`config.mk`:
```
export PLATFORM = sky130hd
export DESIGN_NAME = game_turn_controller
export DESIGN_NICKNAME = d
export VERILOG_FILES = /design/src/rtl/game_turn_controller.sv
export SDC_FILE = /design/constraint.sdc
export NUM_CORES = 1
export LEC_CHECK = 0
export ABC_AREA = 1
export ABC_CLOCK_PERIOD_IN_PS = 2550
export CORE_MARGIN = 5
export CORE_UTILIZATION = 53
export CTS_CLUSTER_SIZE = 8
export DETAILED_ROUTE_END_ITERATION = 7
export MAX_ROUTING_LAYER = met4
export PLACE_DENSITY_LB_ADDON = 0.3
export SLEW_MARGIN = 10
export SYNTH_ARGS = -nofsm -noshare
export SYNTH_HDL_FRONTEND = slang
export SYNTH_SLANG_ARGS = --single-unit
```
`constraint.sdc`:
```
create_clock -name clock -period 2.55 [get_ports clock]
set_input_delay 0.3825 -clock clock [delete_from_list [all_inputs] [get_ports clock]]
set_output_delay 0.3825 -clock clock [all_outputs]
set_load 0.1 [all_outputs]
```
`src/rtl/game_turn_controller.sv`:
```
//==============================================================================
// Module      : game_turn_controller
// Description : Turn sequencer for a single-pile take-away game, human vs CPU.
// Revision    : 1.0 - initial release
//==============================================================================
`default_nettype none

module game_turn_controller #(
    parameter int PILE_INIT = 15,
    parameter int MAX_TAKE  = 3,
    parameter int CPU_DELAY = 4
) (
    input  logic       clock,
    input  logic       reset,
    input  logic [3:0] hMove,
    input  logic       enter,
    output logic [3:0] cMove,
    output logic [3:0] pile,
    output logic       humanTurn,
    output logic       illegal,
    output logic       win,
    output logic       lose
);

    localparam int                 THINK_W    = (CPU_DELAY > 1) ? $clog2(CPU_DELAY) : 1;
    localparam logic [THINK_W-1:0] THINK_LAST = THINK_W'(CPU_DELAY - 1);
    localparam logic [THINK_W-1:0] THINK_ONE  = THINK_W'(1);
    localparam logic [3:0]         PILE_RST   = 4'(PILE_INIT);
    localparam logic [3:0]         TAKE_MAX   = 4'(MAX_TAKE);
    localparam logic [3:0]         MODULUS    = 4'(MAX_TAKE + 1);

    typedef enum logic [1:0] {
        H_WAIT  = 2'd0,
        C_THINK = 2'd1,
        WIN     = 2'd2,
        LOSE    = 2'd3
    } state_t;

    state_t             state_q, state_d;
    logic [3:0]         pile_q, pile_d;
    logic [3:0]         cmove_q, cmove_d;
    logic               illegal_q, illegal_d;
    logic               armed_q, armed_d;
    logic [THINK_W-1:0] think_q, think_d;

    logic               human_legal;
    logic [3:0]         cpu_rem;
    logic [3:0]         cpu_take;

    // Computer aims to leave a multiple of MAX_TAKE+1; takes one when it cannot.
    always_comb begin
        cpu_rem     = pile_q % MODULUS;
        cpu_take    = (cpu_rem == 4'd0) ? 4'd1 : cpu_rem;
        human_legal = (hMove != 4'd0) && (hMove <= TAKE_MAX) && (hMove <= pile_q);
    end

    always_comb begin
        state_d   = state_q;
        pile_d    = pile_q;
        cmove_d   = cmove_q;
        illegal_d = 1'b0;
        armed_d   = armed_q;
        think_d   = think_q;

        if (!enter) begin
            armed_d = 1'b1;
        end

        case (state_q)
            H_WAIT: begin
                if (enter && armed_q) begin
                    armed_d = 1'b0;
                    if (human_legal) begin
                        pile_d  = pile_q - hMove;
                        think_d = '0;
                        state_d = (hMove == pile_q) ? WIN : C_THINK;
                    end else begin
                        illegal_d = 1'b1;
                    end
                end
            end
            C_THINK: begin
                if (think_q == THINK_LAST) begin
                    cmove_d = cpu_take;
                    pile_d  = pile_q - cpu_take;
                    state_d = (cpu_take == pile_q) ? LOSE : H_WAIT;
                end else begin
                    think_d = think_q + THINK_ONE;
                end
            end
            default: begin
                // WIN / LOSE hold everything until reset.
            end
        endcase
    end

    always_ff @(posedge clock) begin
        if (reset) begin
            state_q   <= H_WAIT;
            pile_q    <= PILE_RST;
            cmove_q   <= 4'd0;
            illegal_q <= 1'b0;
            armed_q   <= 1'b0;
            think_q   <= '0;
        end else begin
            state_q   <= state_d;
            pile_q    <= pile_d;
            cmove_q   <= cmove_d;
            illegal_q <= illegal_d;
            armed_q   <= armed_d;
            think_q   <= think_d;
        end
    end

    assign cMove     = cmove_q;
    assign pile      = pile_q;
    assign illegal   = illegal_q;
    assign humanTurn = (state_q == H_WAIT);
    assign win       = (state_q == WIN);
    assign lose      = (state_q == LOSE);

endmodule

`default_nettype wire

```
Yosys cells after proc, flatten, opt, wreduce, memory -nomap -nowiden
Index checks and enable logic that the tools add are counted. W data, S select, Z words.

Order comparisons: 2. Bitwise logic cells: 2. Multipliers: 0. Reduce and logical (&&, ||, !) cells: 11. Equal/unequal tests: 10. Shift-type cells: 0. Div/mod/pow operators: 0. $add $sub $neg: 3. Mux-type cells: 19.

Operator list (number): $mux W2 (9); $mux W4 (3); $pmux W2 S2 (2); $pmux W4 S2 (1); $reduce_and A4 Y1 (2); $eq A2 B2 Y1 const B (3); $eq A2 B4 Y1 (1); $eq A4 B4 Y1 (1); $le A4 B2 Y1 const B (1); $le A4 B4 Y1 (1); $logic_not A4 Y1 (1); $mux W1 (4); $ne A2 B1 Y1 const B (2); $ne A2 B2 Y1 const B (2); $reduce_bool A4 Y1 (1); $sub A4 B2 Y4 (1); $sub A4 B4 Y4 (1); $logic_and A1 B1 Y1 (3); $reduce_or A3 Y1 (1); $add A2 B1 Y2 const B (1); $eq A2 B1 Y1 const B (1); $logic_not A2 Y1 (1); $not A1 Y1 (2); $reduce_and A2 Y1 (1); $reduce_bool A2 Y1 (1).

Memories kept: 0. Bits in latches: 0. Register bits after elaboration: 14. Memory bits (read-only): 0. Memory bits (writable): 0.

Longest topological paths before layout
Gate-level depths: netlist of the first run.

Word-level depth: 6. Mapped depth: 12. Gate-level depth less buffers: 12.

Worst setup path before layout of the first run
No wires, ideal clock.

Kind: reg2out. Start: register state_q[1]. End: output port win. Arrival: 1.891 ns. Setup slack: 0.276 ns. Cell stages (with the launch flop): 4. Path buffers: 1. Cell sequence: dfxtp_1 > inv_2 > buf_2 > nor2_1.

Cells in the longest elaborated chain, start to end: 1.

RTL lines: start, declared (RTL line 39) `state_t state_q, state_d;`; start signal, assigned (RTL line 106) `state_q <= state_d;`; $eq A2 B2 Y1 (RTL line 119) `assign win = (state_q == WIN);`; end, declared (RTL line 21) `output logic win,`.

No other way between the ends.

Worst setup path in the final report of the first run
Start: input port hMove[0]. End: register think_q[0].

Cells in the longest elaborated chain, start to end: 5.

RTL lines: start, declared (RTL line 15) `input logic [3:0] hMove,`; $le A4 B2 Y1 or $reduce_bool A4 Y1 (tied branches) (RTL line 54) `human_legal = (hMove != 4'd0) && (hMove <= TAKE_MAX) && (hMove <= pile_q);`; $logic_and A1 B1 Y1 (RTL line 54); $logic_and A1 B1 Y1 (*) (RTL line 54); $ne A2 B1 Y1 (no source line) (*); $reduce_and A4 Y1 (no source line) (*); end signal, assigned (RTL line 111) `think_q <= think_d;`; end, declared (RTL line 44) `logic [THINK_W-1:0] think_q, think_d;`.

Mark *: on every way between the ends. The rest lies on a longest branch, timed or not. A chain may end at the register's enable or synchronous reset.

==> impl_metrics.ini, run 1 <==
[timing]
rsz0062_at_grt = false
finalSetupViolCount = 0
slew_viol_final = 0
fin_tns_setup_ns = 0
period_minus_slack_ns = 1.949
skew_ns = 0.005223
finalCritPeriodShare = 0.7644
timing.hold.ws_ns = 0.4518
fmax_mhz = 513.0
hold_viol = 0

[floorplanning]
die_width_um = 50.45
io_pins = 19
core-area_mm2 = 0.001524
start_util = 0.5690
rows = 14
die_y_um = 50.45
die_area_mm2 = 0.002545

[synthesis]
synth_most_common_cell = nand2_1
synthMuxAreaShare = 0
synth_area_leader_cell = dfxtp_1
synth_adder_area_share = 0.09524
synthTopCellsByArea = dfxtp_1, nand2_1, inv_1, ha_1, nand3_1
synth_cells = 131
synth_compound_area_frac = 0.09812
yosys_warnings = 0
ys_seq_elements = 12
yosysUniqueCellTypes = 26
synth_top_area_frac = 0.2771
synth-edff-count = 0
synth_xor_area_frac = 0.02020
synthTopCellsByCount = nand2_1, inv_1, dfxtp_1, nand3_1, nor2_1
async_flop_share = 0
yosys.area_share.simple = 0.3694
ys_seq_area_frac = 0.2771
postSynthAreaPerCell_um2 = 6.619
netlist_area_um2 = 867.1
synth_ff_type = dfxtp_1
synth_top_family_by_area = simple AND/OR/NAND/NOR gates

[power_and_ir_drop]
leakagePower_nw = 0.5194
ir_worst_vdd_mv = 0.3216
power.density_mw_per_mm2 = 401.7

[clocking]
cts_htree_levels = 1
cts_tree = built
cts_buffer_depth = 2
root_buffer = clkbuf_4
post_cts_resized = 0
hold_buffers = 0
numCtsBuffers = 3
clk_pin_slew_ns = 0.07
postCtsSetupRepairBufs = 0
clkLatencyLatePin_ns = 0.26
cts_sinks = 12

[flow_run]
timing.max_cap.violations = 0

[layout]
nNetsFinal = 162
diodes = 0
syn_to_final_growth_pct = 17.32
drive_gt1_frac = 0.1701
design_area_mm2 = 0.001017
stdcell_count = 163

[detailed_routing]
wirelength_um = 1887
routedWlPerCell_um = 11.58
firstDrtPassIters = 5
ant_nets = 0
num_vias = 873
drtIter0Drc = 27
viasPerCell = 5.356
route.detailed.drc = 0

[placed_design]
dp_hpwl_um = 1540
gp_congestion = 0.8414
port_buffers = 16
place_inst = 160
dpl_cell_area_um2 = 994.7

[setup_path]
crit_top_cell = nand3_1
critPathKind = input pin to register
startpoint_type = input pin
critical_path.cell_chain = clkdlybuf4s50_1 -> ha_1 -> inv_1 -> fa_1 -> nand3_1 -> nand3_1 -> nand2_2 -> nand2_4 -> nand3_1 -> nand2_1 -> inv_1 -> nor2_1
cp-end-kind = register
cpPeakStageDelay_ns = 0.48
cp_slowest_cell = clkdlybuf4s50_1
arrival_ns = 2.11
critPathMaxFanout = 10
crit_required_ns = 2.71

[global_route]
grt_pass1_vias = 736
grt_overflow = 0
antenna_found_initial = 0
grt_max_degree = 14
grt_use_total = 0.1636
grt_first_pass_wirelength_um = 3208

[status]
status = complete, no violations

[hold_path]
min_path_type = register to register
-- sequential cells by signal, indices dropped and copies added (netlist names) --
register and cells:
pile 4, think_q 2, armed_q 1, illegal 1
state_q 2, cMove 2
-- layout by cell type (no fill, tap or decap), types with 2 or more instances in the layout --
cell / instances
a21oi_1: 7
buf_4: 10
clkbuf_4: 3
clkdlybuf4s50_1: 6
conb_1: 2
dfxtp_1: 12
ha_1: 5
inv_1: 19
inv_2: 4
nand2_1: 30
nand2_2: 2
nand2_4: 2
nand3_1: 12
nand4_1: 7
nor2_1: 9
nor2_2: 2
o21ai_0: 5
o21ai_1: 2
-- per-stage QoR --
stage                     setup WS [ns]  power, mW  utilization
final                            0.6009     0.4086       0.6675
after global routing             0.4487     0.4356       0.6675
after CTS                        0.6272     0.4150       0.6675
after detailed placement         0.3518     0.3058       0.6527
after global placement           0.4050     0.3037       0.6527
after floorplan                  0.2763     0.2825            -
-- metal layers --
metal / global-route usage / part of all wire
met1: 0.2208 / 0.46
met2: 0.2376 / 0.46
met3: 0.05917 / 0.073
met4: 0.02553 / 0.0042
met5: - / 0
-- cell families after synthesis --
kind of cell,Yosys count
buffers and inverters,27
XOR/XNOR,2
flip-flops,12
adder cells (fa/ha/maj),6
other,1
AO/OA/AOI/OAI,16
AND/OR/NAND/NOR,67
-- report_power, final --
part / total (mW) / internal, mW / switching (mW)
clock network: 0.106 / 0.0544 / 0.0517
logic: 0.107 / 0.0335 / 0.0733
registers: 0.196 / 0.192 / 0.00412
-- area by class of cell --
| class | instances | area [µm²] |
|---|---|---|
| Multi-Input combinational cell | 93 | 513.0 |
| Timing Repair Buffer | 16 | 135.1 |
| Fill cell | 140 | 506.7 |
| Sequential cell | 12 | 240.2 |
| Tap cell | 16 | 20.02 |
| Clock buffer | 3 | 22.52 |
| Inverter | 23 | 86.33 |
-- path summary, 6_finish.rpt --
check / to / startpoint / slack (ns) / cells after the start
worst min-delay path: cMove[0]$_SDFFE_PP0P_ / cMove[0]$_SDFFE_PP0P_ / 0.45 / 2
worst max-delay path: think_q[0]$_SDFFE_PP0P_ / hMove[0] / 0.60 / 12
worst min register to register: cMove[0]$_SDFFE_PP0P_ / cMove[0]$_SDFFE_PP0P_ / 0.45 / 2
worst max register to register: think_q[0]$_SDFFE_PP0P_ / pile[0]$_SDFFE_PP1P_ / 0.78 / 12
-- critical path, delay by kind of cell --
kind	cells	cell delay, ns
adder cells (fa/ha/maj)	2	0.54
buffers and inverters	3	0.58
AND/OR/NAND/NOR	7	0.59
(Power assumes the default switching activity.)
==> run 2: changes to the inputs <==
ABC_CLOCK_PERIOD_IN_PS = 1680   (was 2550)
CORE_UTILIZATION = 44   (was 53)
clock period = 1.68 ns   (was 2.55 ns; I/O delays follow)
==> run 2 against run 1 <==
Against the previous run:
- register-to-register slack got worse by 0.76 ns
- first-iteration DRC count decreased by 11%
- power increased by 70%
==> impl_metrics.ini, run 2 (synthesized netlist as in run 1, its figures left out) <==
[clocking]
cts_buffer_depth = 2
numCtsBuffers = 3
cts_htree_levels = 1
cts_tree = built
clk_pin_slew_ns = 0.07
hold_buffers = 0
clkLatencyLatePin_ns = 0.27
cts_sinks = 12
root_buffer = clkbuf_4

[setup_path]
crit_required_ns = 1.86
crit_top_cell = nand3_2
critical_path.cell_chain = inv_2 -> ha_4 -> inv_2 -> fa_2 -> nand3_2 -> nand3_2 -> nand2_4 -> nand2_4 -> nand3_2 -> nand2_1 -> inv_1 -> nor2_1
cp_slowest_cell = fa_2
critPathKind = register to register
crit_family = simple AND/OR/NAND/NOR gates
critPathMaxFanout = 5
cpPeakStageDelay_ns = 0.39
crit_buf_inv = 3
cp-end-kind = register
startpoint_type = register
arrival_ns = 1.84
rrSetupSlack_ns = 0.02

[floorplanning]
rows = 16
start_util = 0.4512
die_area_mm2 = 0.002958
core-area_mm2 = 0.001922
die_y_um = 54.39
io_pins = 19
die_width_um = 54.39

[layout]
final_util = 0.7012
largest_register_ffs = 4
mostFrequentLayoutCells = nand2_1, inv_1, buf_12, nand3_1
mostFrequentLayoutCell = nand2_1
nNetsFinal = 170
drive_gt1_frac = 0.3462
diodes = 0
syn_to_final_growth_pct = 55.41
design_area_mm2 = 0.001348
stdcell_count = 183

[flow_run]
timing.max_cap.violations = 0

[placed_design]
gp_congestion = 0.8884
dp_hpwl_um = 1694
place_inst = 177
port_buffers = 16
dpl_cell_area_mm2 = 0.001226

[global_route]
grt_use_total = 0.1906
grt_max_degree = 13
antenna_found_initial = 0
grt_overflow = 0
grt_first_pass_wirelength_um = 3953
grt_pass1_vias = 913

[timing]
rsz0062_at_grt = true
slew_viol_final = 0
period_minus_slack_ns = 1.663
hold_viol = 0
skew_ns = 0.002566
finalSetupViolCount = 0
fin_tns_setup_ns = 0
fmax_mhz = 601.5
finalCritPeriodShare = 0.9896

[hold_path]
min_path_type = register to register

[power_and_ir_drop]
leakagePower_nw = 0.6235
ir_worst_vdd_mv = 0.5663
power.density_mw_per_mm2 = 516.1
total_power_uw = 695.5

[status]
status = complete, no violations

[detailed_routing]
drtIter0Drc = 24
firstDrtPassIters = 4
ant_nets = 0
num_vias = 938
viasPerCell = 5.126
routedWlPerCell_um = 12.55
wirelength_um = 2297
route.detailed.drc = 0
run 2: changes by cell type in the layout (fill, tap and decap cells not counted), moves of 2 or more:
cell     change
ha_1         -4
nand3_1      -3
ha_4         +4
nand2_4      +2
nand3_2      +2
nor2_4       +2
inv_1        -4
inv_2        +4
buf_12      +10
dfxtp_1      -4
dfxtp_4      +4
buf_4        -3
nor2_1       -2
run 2: power by group:
part           switching (mW)  internal [mW]  total, mW
Combinational           0.131         0.0838      0.215
Clock                  0.0939         0.0921      0.186
Sequential            0.00865          0.286      0.295
Total                   0.234          0.462      0.695
run 2: final timing paths:
path	start	end	depth (start not counted)
setup / recovery	pile[0]$_SDFFE_PP1P_	think_q[0]$_SDFFE_PP0P_	12
hold / removal	armed_q$_SDFF_PP0_	armed_q$_SDFF_PP0_	2
setup reg to reg	pile[0]$_SDFFE_PP1P_	think_q[0]$_SDFFE_PP0P_	12
hold reg to reg	armed_q$_SDFF_PP0_	armed_q$_SDFF_PP0_	2
run 2: cell type report:
type | count | area (µm²)
Multi-Input combinational cell | 94 | 634.4
Sequential cell | 12 | 255.2
Timing Repair Buffer | 23 | 311.5
Tap cell | 27 | 33.78
Fill cell | 163 | 574.3
Inverter | 23 | 86.33
Clock buffer | 4 | 26.28
run 2: per-layer routing:
layer | share of wire | track usage | wire, µm | vias to the layer above
li1 | - | - | - | 473
met1 | 0.42 | 0.2211 | 954 | 426
met2 | 0.52 | 0.3108 | 1184 | 33
met3 | 0.054 | 0.05177 | 124 | 6
met4 | 0.015 | 0.07469 | 35 | 0
met5 | 0 | - | 0 | -
run 2: what timing repair did:
item	in CTS	in global routing
setup buffers	1	0
gates resized for setup	3	12
pin swaps	1	14
gates cloned	1	0
setup endpoints to repair	8	9
run 2: worst reg2reg max path, delay by kind of cell, from the launching register on:
kind          cells  cell delay [ns]
fa+ha+maj         2             0.51
buf+inv           3             0.15
flops             1             0.35
simple gates      7             0.57
run 2: stage by stage:
stage	hold WS, ns	setup slack (ns)
floorplan	0.3211	-0.02007
global placement	0.4653	-0.2957
detailed placement	0.4752	-0.3925
CTS	0.4867	0.004750
global route	0.5266	-0.06647
finish	0.4801	0.01747
